==> src/rtl/perf_ctrl_pkg.sv <==
// Shared command encodings, FSM state type and default sizing for perf_counter_ctrl.
package perf_ctrl_pkg;

   localparam int unsigned DEF_NUM_CNT = 7;
   localparam int unsigned DEF_CNT_W   = 32;

   typedef enum logic [2:0] {
      OP_NOP        = 3'd0,
      OP_START      = 3'd1,
      OP_STOP       = 3'd2,
      OP_CLEAR      = 3'd3,
      OP_DUMP       = 3'd4,
      OP_SET_WINDOW = 3'd5
   } cmd_op_e;

   typedef enum logic [1:0] {
      ST_IDLE,
      ST_RUN,
      ST_DUMP
   } state_e;

endpackage

==> src/rtl/perf_ctrl_window_timer.sv <==
// Measurement window: programmable length register plus RUN-cycle down-counter.
// Only instantiated when PERF_CTRL_WINDOW_EN is defined.
module perf_ctrl_window_timer
   import perf_ctrl_pkg::*;
#(
   parameter int unsigned CNT_W = DEF_CNT_W
) (
   input  logic             clk_i,
   input  logic             rst_i,
   input  logic             set_i,
   input  logic [CNT_W-1:0] set_val_i,
   input  logic             load_i,
   input  logic             tick_i,
   output logic             expire_o
);

   logic [CNT_W-1:0] win_q, win_d;
   logic [CNT_W-1:0] cnt_q, cnt_d;

   always_comb begin
      win_d = win_q;
      cnt_d = cnt_q;
      if (set_i) begin
         win_d = set_val_i;
      end
      // A zero count never decrements, so window length 0 runs unlimited.
      if (load_i) begin
         cnt_d = win_q;
      end else if (tick_i && (cnt_q != '0)) begin
         cnt_d = cnt_q - CNT_W'(1);
      end
   end

   always_ff @(posedge clk_i) begin
      if (rst_i) begin
         win_q <= '0;
         cnt_q <= '0;
      end else begin
         win_q <= win_d;
         cnt_q <= cnt_d;
      end
   end

   assign expire_o = tick_i && (cnt_q == CNT_W'(1));

endmodule

==> src/rtl/perf_counter_ctrl.sv <==
// Performance counter bank controller: run gating, clear pulse and snapshot readout stream.
// Define PERF_CTRL_WINDOW_EN to enable the auto-stop measurement window.
module perf_counter_ctrl
   import perf_ctrl_pkg::*;
#(
   parameter int unsigned NUM_CNT = DEF_NUM_CNT,
   parameter int unsigned CNT_W   = DEF_CNT_W
) (
   input  logic             clk,
   input  logic             rst,
   input  logic             cmd_valid,
   output logic             cmd_ready,
   input  logic [2:0]       cmd_op,
   input  logic [CNT_W-1:0] cmd_data,
   output logic             count_en,
   output logic             counter_clear,
   output logic [2:0]       cnt_sel,
   input  logic [CNT_W-1:0] cnt_data,
   output logic             rd_valid,
   input  logic             rd_ready,
   output logic [CNT_W-1:0] rd_data,
   output logic [2:0]       rd_idx,
   output logic             rd_last,
   output logic             running,
   output logic             window_done
);

   localparam logic [2:0] LAST_SEL = 3'(NUM_CNT - 1);

   state_e           state_q, state_d;
   state_e           ret_q, ret_d;
   state_e           run_next;
   logic [2:0]       sel_q, sel_d;
   logic [2:0]       idx_q, idx_d;
   logic [CNT_W-1:0] data_q, data_d;
   logic             vld_q, vld_d;
   logic             last_q, last_d;
   logic             issued_q, issued_d;
   logic             clr_q, clr_d;
   logic             done_q, done_d;
   logic             cmd_fire;
   logic             win_expire;

   assign cmd_ready = (state_q != ST_DUMP);
   assign cmd_fire  = cmd_valid && cmd_ready;

`ifdef PERF_CTRL_WINDOW_EN
   logic win_set;
   logic win_load;

   assign win_set  = cmd_fire && (cmd_op == OP_SET_WINDOW);
   assign win_load = cmd_fire && (state_q == ST_IDLE) && (cmd_op == OP_START);

   perf_ctrl_window_timer #(
      .CNT_W (CNT_W)
   ) u_window_timer (
      .clk_i     (clk),
      .rst_i     (rst),
      .set_i     (win_set),
      .set_val_i (cmd_data),
      .load_i    (win_load),
      .tick_i    (state_q == ST_RUN),
      .expire_o  (win_expire)
   );
`else
   logic unused_cmd_data;

   assign unused_cmd_data = ^cmd_data;
   assign win_expire      = 1'b0;
`endif

   always_comb begin
      state_d  = state_q;
      ret_d    = ret_q;
      sel_d    = sel_q;
      idx_d    = idx_q;
      data_d   = data_q;
      vld_d    = vld_q;
      last_d   = last_q;
      issued_d = issued_q;
      clr_d    = 1'b0;
      done_d   = 1'b0;
      run_next = win_expire ? ST_IDLE : ST_RUN;

      unique case (state_q)
         ST_IDLE: begin
            if (cmd_fire) begin
               case (cmd_op)
                  OP_START: state_d = ST_RUN;
                  OP_CLEAR: clr_d   = 1'b1;
                  OP_DUMP: begin
                     state_d  = ST_DUMP;
                     ret_d    = ST_IDLE;
                     sel_d    = '0;
                     issued_d = 1'b0;
                  end
                  default: ;
               endcase
            end
         end

         ST_RUN: begin
            state_d = run_next;
            done_d  = win_expire;
            // STOP on the expiry cycle wins and suppresses window_done; a DUMP
            // then returns to wherever the window would have taken us.
            if (cmd_fire) begin
               case (cmd_op)
                  OP_STOP: begin
                     state_d = ST_IDLE;
                     done_d  = 1'b0;
                  end
                  OP_CLEAR: clr_d = 1'b1;
                  OP_DUMP: begin
                     state_d  = ST_DUMP;
                     ret_d    = run_next;
                     sel_d    = '0;
                     issued_d = 1'b0;
                  end
                  default: ;
               endcase
            end
         end

         ST_DUMP: begin
            if (vld_q && rd_ready && last_q) begin
               state_d = ret_q;
               vld_d   = 1'b0;
               last_d  = 1'b0;
            end else if (!vld_q || rd_ready) begin
               if (!issued_q) begin
                  vld_d  = 1'b1;
                  data_d = cnt_data;
                  idx_d  = sel_q;
                  last_d = (sel_q == LAST_SEL);
                  if (sel_q == LAST_SEL) begin
                     issued_d = 1'b1;
                     sel_d    = '0;
                  end else begin
                     sel_d = sel_q + 3'd1;
                  end
               end else begin
                  vld_d  = 1'b0;
                  last_d = 1'b0;
               end
            end
         end

         default: state_d = ST_IDLE;
      endcase
   end

   always_ff @(posedge clk) begin
      if (rst) begin
         state_q  <= ST_IDLE;
         ret_q    <= ST_IDLE;
         sel_q    <= '0;
         idx_q    <= '0;
         data_q   <= '0;
         vld_q    <= 1'b0;
         last_q   <= 1'b0;
         issued_q <= 1'b0;
         clr_q    <= 1'b0;
         done_q   <= 1'b0;
      end else begin
         state_q  <= state_d;
         ret_q    <= ret_d;
         sel_q    <= sel_d;
         idx_q    <= idx_d;
         data_q   <= data_d;
         vld_q    <= vld_d;
         last_q   <= last_d;
         issued_q <= issued_d;
         clr_q    <= clr_d;
         done_q   <= done_d;
      end
   end

   assign count_en      = (state_q == ST_RUN);
   assign running       = (state_q == ST_RUN);
   assign counter_clear = clr_q;
   assign window_done   = done_q;
   assign cnt_sel       = sel_q;
   assign rd_valid      = vld_q;
   assign rd_data       = data_q;
   assign rd_idx        = idx_q;
   assign rd_last       = last_q;

endmodule
==> config.mk <==
export PLATFORM = sky130hd
export DESIGN_NAME = perf_counter_ctrl
export DESIGN_NICKNAME = d
export VERILOG_FILES = /design/src/rtl/perf_ctrl_pkg.sv /design/src/rtl/perf_ctrl_window_timer.sv /design/src/rtl/perf_counter_ctrl.sv
export SDC_FILE = /design/constraint.sdc
export NUM_CORES = 1
export LEC_CHECK = 0
export CORE_ASPECT_RATIO = 0.8
export CORE_MARGIN = 4
export CORE_UTILIZATION = 33
export CTS_BUF_LIST = sky130_fd_sc_hd__clkbuf_4 sky130_fd_sc_hd__clkbuf_8
export CTS_CLUSTER_SIZE = 14
export DETAILED_ROUTE_END_ITERATION = 8
export PLACE_DENSITY = 0.78
export RECOVER_POWER = 25
export REMOVE_ABC_BUFFERS = 1
export SYNTH_ARGS = -nofsm -noshare
export SYNTH_HDL_FRONTEND = slang
export SYNTH_SLANG_ARGS = --single-unit
==> constraint.sdc <==
create_clock -name clk -period 1.4 [get_ports clk]
set_input_delay 0.42 -clock clk [delete_from_list [all_inputs] [get_ports clk]]
set_output_delay 0.42 -clock clk [all_outputs]
set_load 0.02 [all_outputs]
# Yosys cells after proc, flatten, opt, wreduce, memory -nomap -nowiden
# Cells that the tools add are included.
# W data, S select, Z words.
# totals
reg_bits,46
inputBits,71
out_inout_bits,45
word_cells,82
# classes
add_sub_neg,1
n_eq_ne,19
mux,32
n_bitwise,4
reduce_logical,17
# op_table
cell,count
$mux W3,6
$mux W2,7
$ne A2 B2 Y1 const B,7
$mux W1,13
$pmux W2 S2,3
$reduce_and A5 Y1,2
$ne A2 B1 Y1 const B,4
$eq A3 B2 Y1 const B,2
$eq A3 B3 Y1 const B,2
$pmux W2 S3,1
$pmux W3 S2,1
$reduce_and A6 Y1,1
$reduce_bool A2 Y1,3
$not A1 Y1,4
$reduce_and A4 Y1,1
$add A3 B1 Y3 const B,1
$eq A3 B1 Y1 const B,1
$logic_and A1 B1 Y1,3
$ne A3 B2 Y1 const B,1
$reduce_and A3 Y1,1
$reduce_or A3 Y1,1
$eq A2 B1 Y1 const B,1
$eq A2 B2 Y1 const B,1
$logic_not A2 Y1,1
other kinds (5),5

# Longest topological paths before layout
# Gate-level depths: netlist (run 1).
# depth
word_depth,6
mapped_depth,7

# Worst setup path after synthesis (run 1)
# Ideal clock, no wire load.
# synth_timing
path_type,register -> register
start,"register last_q, in the netlist rd_last"
end,"register data_q[0], in the netlist rd_data[0]"
setup_ns,0.132
arrival_time_ns,1.382
path_slack_ns,-0.115
stages_incl_launch_ff,7
path_buffers,2
synth_period_minus_slack_ns,1.515
cell_sequence,dfxtp_1 nand2b_1 a211o_1 buf_2 buf_2 nand2_1 a21oi_1
# synth_via
elab_chain_len,3
# synth_rtl
item,line,source
start: declaration,perf_counter_ctrl.sv:37,"logic last_q, last_d;"
start signal: assignment,perf_counter_ctrl.sv:172,last_q <= last_d;
$logic_and A1 B1 Y1,perf_counter_ctrl.sv:126,if (vld_q && rd_ready && last_q) begin
$not A1 Y1 (no source line),--,
$reduce_and A4 Y1 (no source line),--,
end signal: assignment,perf_counter_ctrl.sv:170,data_q <= data_d;
end: declaration,perf_counter_ctrl.sv:35,"logic [CNT_W-1:0] data_q, data_d;"
# No other way between the ends.
# A chain may end at the register's enable or synchronous reset.

# Final worst setup path (run 1)
# layout_timing
start,register state_q[0]
end,"register sel_q[0], in the netlist cnt_sel[0]"
# layout_via
elab_chain_len,4
# layout_rtl
item,line,source
start: declaration,perf_counter_ctrl.sv:30,"state_e state_q, state_d;"
start signal: assignment,perf_counter_ctrl.sv:166,state_q <= state_d;
"$eq A2 B1 Y1, or another cell as far along",perf_counter_ctrl.sv:85,unique case (state_q)
$reduce_or A2 Y1 (no source line) / $logic_and A1 B1 Y1 (equally long branches),--,
$ne A2 B1 Y1 (no source line) / $reduce_bool A2 Y1 (equally long branches),--,
$reduce_and A6 Y1 (no source line),--,
end signal: assignment,perf_counter_ctrl.sv:168,sel_q <= sel_d;
end: declaration,perf_counter_ctrl.sv:33,"logic [2:0] sel_q, sel_d;"
# Parallel ways exist; a longest one is shown, timed or not.

==> impl_metrics.toml, run 1 <==
[cts]
cts_made_buffers = 5
clock-root-buffer = "clkbuf_8"
htree_num_levels = 2
clock_sinks = 45
cts_tree = "done"
clock_path_buffers = 2
clk_pin_slew_ns = 0.08
clock_latency_ns = 0.29

[global_route]
grt_pass1_wl_mm = 7.30
antenna_found_initial = 0
grt_max_degree = 22
grt_usage = 0.141
grt_pass1_vias = 1682
grt_overflow = 0

[routing]
final_antenna_net_count = 0
viasPerCell = 4.71
drt_iter0_drc = 36
drc = 0
wl_per_cell_um = 13.0
drt-total-wl_mm = 4.97
via_count = 1798
first_pass_iters = 4

[finish]
layout_commonest_cell = "nand2_1"
multi_input_area_um2 = 832
antenna_cells = 0
design.final.nets = 390
fillers = 499
drive_gt1_frac = 0.203
seq_area_um2 = 906
syn2layout_area_growth_pct = 64.9
final_util = 0.570
fin_area_mm2 = 0.00290
layout_common_cells = "72 x nand2_1, 43 x dfxtp_1, 35 x clkdlybuf4s50_1"

[power_and_ir_drop]
power.density_mw_per_mm2 = 886
p_total_uw = 2570
p_leak_uw = 0.00108
ir_worst_vdd_uv = 452

[critical_path]
cp.arrival_ns = 1.63
r2r_slack_ns = -0.009
crit_path_top_delay_cell = "dfxtp_2"
end_kind = "register"
cp.buffers_inverters = 1
required_ns = 1.62
critPathKind = "reg -> reg"
worst-path-max-fanout = 7
path_cells = "nand2b_4 -> buf_6 -> a211o_4 -> a2111o_1 -> a21oi_2"
cpLargestDelayFamily = "compound AO/OA/AOI/OAI gates"
critPathMaxStageDelay_ns = 0.33
setup.worst_path.start_class = "register"

[synth]
synth_compound_area_frac = 0.169
synthMuxAreaShare = 0.00569
ys_types = 28
synthAdderAreaFrac = 0
synth_sequential_area_ratio = 0.512
synth-simple-area-share = 0.240
synth_top_family_by_area = "simple AND/OR/NAND/NOR gates"
yosysWarningCount = 0
synth_xor_area_frac = 0.00996
ys_ff_latch = 45
syn_area_per_cell_um2 = 8.07
postSynthCellCount = 218
syn-cell-area_mm2 = 0.00176

[timing]
min_period_ns = 1.41
skew_ns = 0.00367
worst_slack_ns = -0.00875
rsz0062_at_grt = "yes"
setup_violations = 1
drv_slew = 0
period_share = 1.01
hold_viol = 0
fmax_ghz = 0.710
holdWs_ns = 0.454

[placement]
place.gp.congestion = 0.805
hpwlAfterDp_mm = 3.39
port_buffers = 82
dpl_cell_area_mm2 = 0.00272

[run_status]
violations = "setup timing"
status = "complete, but fails checks"

[floorplanning]
die_y_um = 73.3
row_count = 23
dieArea_mm2 = 0.00657
initial_utilization = 0.345
die_w_um = 89.6
core_mm2 = 0.00509
top_level_ports = 116

[flow_run]
maxCapViolCount = 0

[worst_hold_path]
hp-class = "reg -> reg"
-- metrics by stage --
step	TNS [ns]	cells	setup slack (ns)
after floorplan	-18.23	203	-0.585
after global placement	-20.72	369	-0.526
after detailed placement	-20.98	369	-0.543
after CTS	0	378	0.000819
after global routing	-1.23	382	-0.0679
final	-0.00875	382	-0.00875
-- path summary, 6_finish.rpt --
| kind | from | endpoint | depth (start not counted) |
|---|---|---|---|
| hold reg to reg | rd_idx[0]$_SDFFE_PP0P_ | rd_idx[0]$_SDFFE_PP0P_ | 2 |
| setup reg to reg | state_q[0]$_SDFFE_PP0P_ | cnt_sel[0]$_SDFFE_PP0P_ | 5 |
| setup / recovery | state_q[0]$_SDFFE_PP0P_ | cnt_sel[0]$_SDFFE_PP0P_ | 5 |
| hold / removal | rd_idx[0]$_SDFFE_PP0P_ | rd_idx[0]$_SDFFE_PP0P_ | 2 |
-- cells by family after synthesis --
| group | after synthesis |
|---|---|
| compound gates | 52 |
| other cells | 1 |
| mux | 1 |
| xor+xnor | 2 |
| buf+inv | 18 |
| simple gates | 99 |
| flops | 45 |
-- final cells by class --
cell class	count	area share
timing repair buffer	109	0.329
sequential	45	0.312
multi-input combinational	155	0.287
clock buffer	7	0.0310
tap	62	0.0267
clock inverter	1	0.0103
inverter	3	0.00388
-- synth_stat cells --
| cell | n | area (µm²) |
|---|---|---|
| a31oi_1 | 2 | 12.5 |
| nor2_1 | 7 | 26.3 |
| a311o_1 | 1 | 10.0 |
| xnor2_1 | 2 | 17.5 |
| nand3_1 | 4 | 20.0 |
| nor2b_1 | 3 | 18.8 |
| a21oi_1 | 40 | 200 |
| mux2i_1 | 1 | 10.0 |
| buf_4 | 2 | 15.0 |
| a211o_1 | 1 | 8.76 |
| buf_6 | 4 | 45.0 |
| clkbuf_1 | 7 | 26.3 |
| dfxtp_1 | 45 | 901 |
| a221oi_1 | 1 | 8.76 |
| a2111o_1 | 1 | 11.3 |
| nor4b_1 | 1 | 8.76 |
| nand4_1 | 2 | 12.5 |
| nand4b_1 | 1 | 8.76 |
| nor3_1 | 1 | 5.00 |
| inv_1 | 3 | 11.3 |
| nand3b_1 | 1 | 7.51 |
| nor3b_1 | 1 | 7.51 |
| nand2b_1 | 6 | 37.5 |
| conb_1 | 1 | 3.75 |
| o21ai_0 | 5 | 25.0 |
| nand2_1 | 72 | 270 |
| buf_2 | 2 | 10.0 |
| a211oi_4 | 1 | 20.0 |
-- flip-flops by register name (all words and copies together) (netlist names) --
signal,cells
cnt_sel,3
counter_clear,1
issued_q,1
rd_data,32
rd_idx,3
rd_last,1
rd_valid,1
ret_q,1
state_q,2
-- per-layer routing --
| layer | up-vias | global-route usage | wire length (µm) |
|---|---|---|---|
| met5 | - | 0 | 0 |
| li1 | 920 | - | - |
| met3 | 4 | 0.0639 | 463 |
| met2 | 59 | 0.233 | 2330 |
| met4 | 0 | 0.0347 | 35 |
| met1 | 815 | 0.166 | 2140 |
-- what timing repair did --
action | 4_1_cts | 5_1_grt
cloned | 0 | 2
endpoints found under the setup margin | 84 | 79
gates resized for setup | 79 | 72
pin swaps | 3 | 4
hold buffers | 0 | 0
setup buffers | 1 | 2
-- worst reg2reg max path, cell delays in order, from the launching register on --
cell	delay [ns]
dfxtp_2	0.33
nand2b_4	0.14
buf_6	0.13
a211o_4	0.30
a2111o_1	0.32
a21oi_2	0.13
-- report_power, final --
part	switching [µW]	internal, µW	total [µW]	leakage, µW
combinational	99.2	150	249	0.000659
sequential	4.78	1290	1290	0.000364
clock	429	602	1030	0.0000619
total	533	2040	2570	0.00108
No activity file was read; power rests on OpenSTA's default activity.
==> inputs of run 2 (changes only) <==
--- a/config.mk
+++ b/config.mk
@@ -5,15 +5,16 @@
 export SDC_FILE = /design/constraint.sdc
 export NUM_CORES = 1
 export LEC_CHECK = 0
-export CORE_ASPECT_RATIO = 0.8
+export CORE_ASPECT_RATIO = 1.75
 export CORE_MARGIN = 4
 export CORE_UTILIZATION = 33
 export CTS_BUF_LIST = sky130_fd_sc_hd__clkbuf_4 sky130_fd_sc_hd__clkbuf_8
 export CTS_CLUSTER_SIZE = 14
 export DETAILED_ROUTE_END_ITERATION = 8
-export PLACE_DENSITY = 0.78
+export PLACE_DENSITY_LB_ADDON = 0.05
 export RECOVER_POWER = 25
 export REMOVE_ABC_BUFFERS = 1
+export SLEW_MARGIN = 20
 export SYNTH_ARGS = -nofsm -noshare
 export SYNTH_HDL_FRONTEND = slang
 export SYNTH_SLANG_ARGS = --single-unit
==> impl_metrics.toml, run 2 (synthesized netlist as in run 1, its figures left out) <==
[critical_path]
critPathKind = "reg -> reg"
required_ns = 1.63
cp_common_cell = "buf_6"
setup.worst_path.start_class = "register"
cp.arrival_ns = 1.71
worst-path-max-fanout = 6
crit_path_top_delay_cell = "dfxtp_2"
critPathMaxStageDelay_ns = 0.34
path_cells = "nand2b_4 -> buf_6 -> a211oi_4 -> buf_6 -> clkbuf_16 -> nand2_4 -> a21oi_1"
end_kind = "register"

[finish]
antenna_cells = 0
design.final.nets = 393
drive_gt1_frac = 0.264
layout_common_cells = "60 x nand2_1, 42 x dfxtp_1, 36 x clkdlybuf4s50_1"
largest_reg_flops = 32
layout_commonest_cell = "nand2_1"
syn2layout_area_growth_pct = 73.8

[timing]
drv_slew = 0
setup_violations = 32
min_period_ns = 1.48
holdWs_ns = 0.453
period_share = 1.06
worst_slack_ns = -0.0812
rsz0062_at_grt = "yes"
hold_viol = 0
skew_ns = 0.00325
fmax_ghz = 0.675

[flow_run]
maxCapViolCount = 0

[cts]
clock-root-buffer = "clkbuf_8"
clk_pin_slew_ns = 0.08
cts_tree = "done"
htree_num_levels = 2
clock_latency_ns = 0.29
cts_made_buffers = 5
clock_path_buffers = 2
holdBufCountCts = 0
clock_sinks = 45

[global_route]
grt_pass1_vias = 1645
grt_overflow = 0
grt_pass1_wl_mm = 8.10
grt_usage = 0.151
grt_max_degree = 31
antenna_found_initial = 0

[routing]
drc = 0
first_pass_iters = 4
wl_per_cell_um = 13.9
final_antenna_net_count = 0
viasPerCell = 4.87
drt_iter0_drc = 47
drt-total-wl_mm = 5.24
via_count = 1830

[power_and_ir_drop]
p_total_uw = 2520
ir_worst_vdd_uv = 926
p_leak_uw = 0.00122
power.density_mw_per_mm2 = 823

[floorplanning]
top_level_ports = 116
core_mm2 = 0.00506
row_count = 34
initial_utilization = 0.348
die_w_um = 63.2
dieArea_mm2 = 0.00661
die_y_um = 105

[worst_hold_path]
hp-class = "reg -> reg"

[placement]
port_buffers = 82
place.gp.congestion = 0.778
hpwlAfterDp_mm = 3.44

[run_status]
violations = "setup timing"
status = "complete, but fails checks"
run 2: cell types whose count changed in the layout (fill, tap and decap cells not counted), sizes merged:
cell and change:
buf +2, clkdlybuf4s50 +1, clkbuf -1, clkinv +1
dlygate4sd2 -1
run 2: layout make-up:
class                   instances  area, µm²
clock buffers                   5       68.8
clock inverters                 2       35.0
fillers                       483       2000
inverters                       3       11.3
multi-input cells             155        916
flip-flops and latches         45        907
well taps                      54       67.6
repair buffers                112       1050
run 2: power breakdown:
group | switching (µW) | internal (µW) | leakage (µW) | total (µW)
registers | 4.75 | 1290 | 0.000364 | 1290
clock network | 424 | 519 | 0.0000540 | 943
logic | 115 | 169 | 0.000806 | 283
total | 543 | 1970 | 0.00122 | 2520
run 2: path summary, 6_finish.rpt:
path,start,to,slack (ns),cells past startpoint
max,rd_last$_SDFFE_PP0P_,rd_data[1]$_SDFFE_PP0P_,-0.08,7
min,rd_data[30]$_SDFFE_PP0P_,rd_data[30]$_SDFFE_PP0P_,0.45,2
max reg2reg,rd_last$_SDFFE_PP0P_,rd_data[1]$_SDFFE_PP0P_,-0.08,7
min reg2reg,rd_data[30]$_SDFFE_PP0P_,rd_data[30]$_SDFFE_PP0P_,0.45,2
run 2: per-stage QoR:
stage	cell area [µm²]	setup TNS (ns)	instances	util	setup WS (ns)
2_1_floorplan	1660	-18.23	203	-	-0.585
3_3_place_gp	2750	-19.77	361	0.544	-0.508
3_5_place_dp	2750	-21.12	361	0.544	-0.544
4_1_cts	2950	-1.21	372	0.582	-0.0782
5_1_grt	3060	-3.30	376	0.604	-0.123
6_report	3060	-1.41	376	0.604	-0.0812
run 2: repair_timing:
| action | 4_1_cts | 5_1_grt |
|---|---|---|
| cloned | 2 | 1 |
| pin swaps | 2 | 24 |
| setup buffers | 2 | 5 |
| endpoints found under the setup margin | 85 | 75 |
| endpoints found under the hold margin | 0 | 0 |
| gates resized for setup | 88 | 89 |
run 2: per-layer routing:
metal,vias to the layer above,routed length [µm],track usage
met5,-,0,0
met4,0,51,0.0510
met3,4,282,0.0354
li1,928,-,-
met2,58,2790,0.266
met1,840,2110,0.179
run 2: worst max-delay path, delay by kind of cell (launching register included):
| family | cells | cell delay, ns |
|---|---|---|
| AO/OA/AOI/OAI | 2 | 0.45 |
| buffers and inverters | 3 | 0.45 |
| flip-flops | 1 | 0.34 |
| AND/OR/NAND/NOR | 2 | 0.18 |
==> inputs of run 3 (changes only) <==
--- a/config.mk
+++ b/config.mk
@@ -7,13 +7,13 @@
 export LEC_CHECK = 0
 export CORE_ASPECT_RATIO = 1.75
 export CORE_MARGIN = 4
-export CORE_UTILIZATION = 33
-export CTS_BUF_LIST = sky130_fd_sc_hd__clkbuf_4 sky130_fd_sc_hd__clkbuf_8
+export CORE_UTILIZATION = 32
 export CTS_CLUSTER_SIZE = 14
 export DETAILED_ROUTE_END_ITERATION = 8
 export PLACE_DENSITY_LB_ADDON = 0.05
 export RECOVER_POWER = 25
 export REMOVE_ABC_BUFFERS = 1
+export SKIP_CTS_REPAIR_TIMING = 1
 export SLEW_MARGIN = 20
 export SYNTH_ARGS = -nofsm -noshare
 export SYNTH_HDL_FRONTEND = slang
==> impl_metrics.toml, run 3 (synthesized netlist as in run 1, its figures left out) <==
[power_and_ir_drop]
ir_worst_vdd_uv = 809
p_leak_uw = 0.00187
power.density_mw_per_mm2 = 737

[cts]
clock-root-buffer = "clkbuf_8"
clock_path_buffers = 2
clock_sinks = 45
clk_pin_slew_ns = 0.09
cts_made_buffers = 5
htree_num_levels = 2
clock_latency_ns = 0.29
cts_tree = "done"

[placement]
post-place-cells = 382
pre_cts_slack_ns = -0.551
hpwlAfterDp_mm = 3.52
port_buffers = 82
place.gp.congestion = 0.786

[routing]
drt_iter0_drc = 42
drt-total-wl_mm = 6.16
wl_per_cell_um = 15.4
viasPerCell = 4.67
drc = 0
final_antenna_net_count = 0
via_count = 1873
first_pass_iters = 4

[timing]
rsz0062_at_grt = "yes"
drv_slew = 0
fmax_ghz = 0.679
min_period_ns = 1.47
worst_slack_ns = -0.0724
skew_ns = 0.00975
period_share = 1.05
setup_violations = 33
holdWs_ns = 0.456
hold_viol = 0
tns_ns = -1.16

[critical_path]
cp.arrival_ns = 1.70
worst-path-max-fanout = 7
end_kind = "register"
required_ns = 1.63
rr_worst_depth = 7
critPathKind = "reg -> reg"
setup.worst_path.start_class = "register"

[floorplanning]
row_count = 35
die_y_um = 106
dieArea_mm2 = 0.00679
core_mm2 = 0.00530
die_w_um = 64.1
initial_utilization = 0.332
top_level_ports = 116

[global_route]
grt_pass1_wl_mm = 7.89
grt_overflow = 0
grt_usage = 0.147
grt_max_degree = 31
grt_pass1_vias = 1652
antenna_found_initial = 0

[run_status]
violations = "setup timing"
status = "complete, but fails checks"

[finish]
largest_reg_flops = 32
drive_gt1_frac = 0.431
syn2layout_area_growth_pct = 102
antenna_cells = 0
layout_common_cells = "43 x dfxtp_1, 36 x clkdlybuf4s50_1, 34 x a21oi_2"
design.final.nets = 397
final_cells = 401
layout_commonest_cell = "dfxtp_1"

[worst_hold_path]
worstHoldPathCells = 2
hp-class = "reg -> reg"

[flow_run]
maxCapViolCount = 0
==> run 3: cell types whose count changed in the layout (fill, tap and decap cells not counted), moves of 20 or more <==
cell             before  now
a21oi_2              13   34
nand2_1              60   24
a21oi_1              27    6
clkdlybuf4s15_1      21    0
nand2_4              10   30
dlymetal6s2s_1        1   30
==> run 3: metal layers <==
metal	GRT usage	vias up	routed length [µm]	share of wire
li1	-	936	-	-
met5	0	-	0	0
met3	0.0391	7	305	0.049
met4	0.0417	0	72	0.012
met1	0.172	867	2450	0.40
met2	0.257	63	3330	0.54
==> run 3: worst paths after layout <==
kind	from	to	slack, ns
min	rd_data[17]$_SDFFE_PP0P_	rd_data[17]$_SDFFE_PP0P_	0.46
min reg2reg	rd_data[17]$_SDFFE_PP0P_	rd_data[17]$_SDFFE_PP0P_	0.46
max	rd_last$_SDFFE_PP0P_	rd_data[27]$_SDFFE_PP0P_	-0.07
max reg2reg	rd_last$_SDFFE_PP0P_	rd_data[27]$_SDFFE_PP0P_	-0.07
==> run 3: final cells by class <==
cell class              instances  area (µm²)
fillers                       448        1740
repair buffers                116        1230
multi-input cells             155        1200
flip-flops and latches         45         906
well taps                      74        92.6
clock buffers                   6        82.6
clock inverters                 2        37.5
inverters                       3        11.3
==> run 3: through the flow <==
step	power [µW]	util	instance area, µm²
after floorplan	1380	-	1660
after global placement	1570	0.523	2770
after detailed placement	1570	0.523	2770
after CTS	2600	0.545	2890
after global routing	2740	0.672	3560
final	2630	0.672	3560
==> run 3: worst max-delay path, stage by stage (launching register included) <==
cell       delay, ns
dfxtp_1         0.33
nand2b_4        0.14
buf_4           0.14
a211oi_4        0.23
buf_6           0.20
clkbuf_16       0.19
nand2_4         0.05
a21oi_2         0.12
==> run 3: report_power, final <==
part           internal (µW)  switching [µW]  leakage, µW
clock network            581             448    0.0000574
logic                    167             138      0.00145
registers               1290            6.04     0.000364
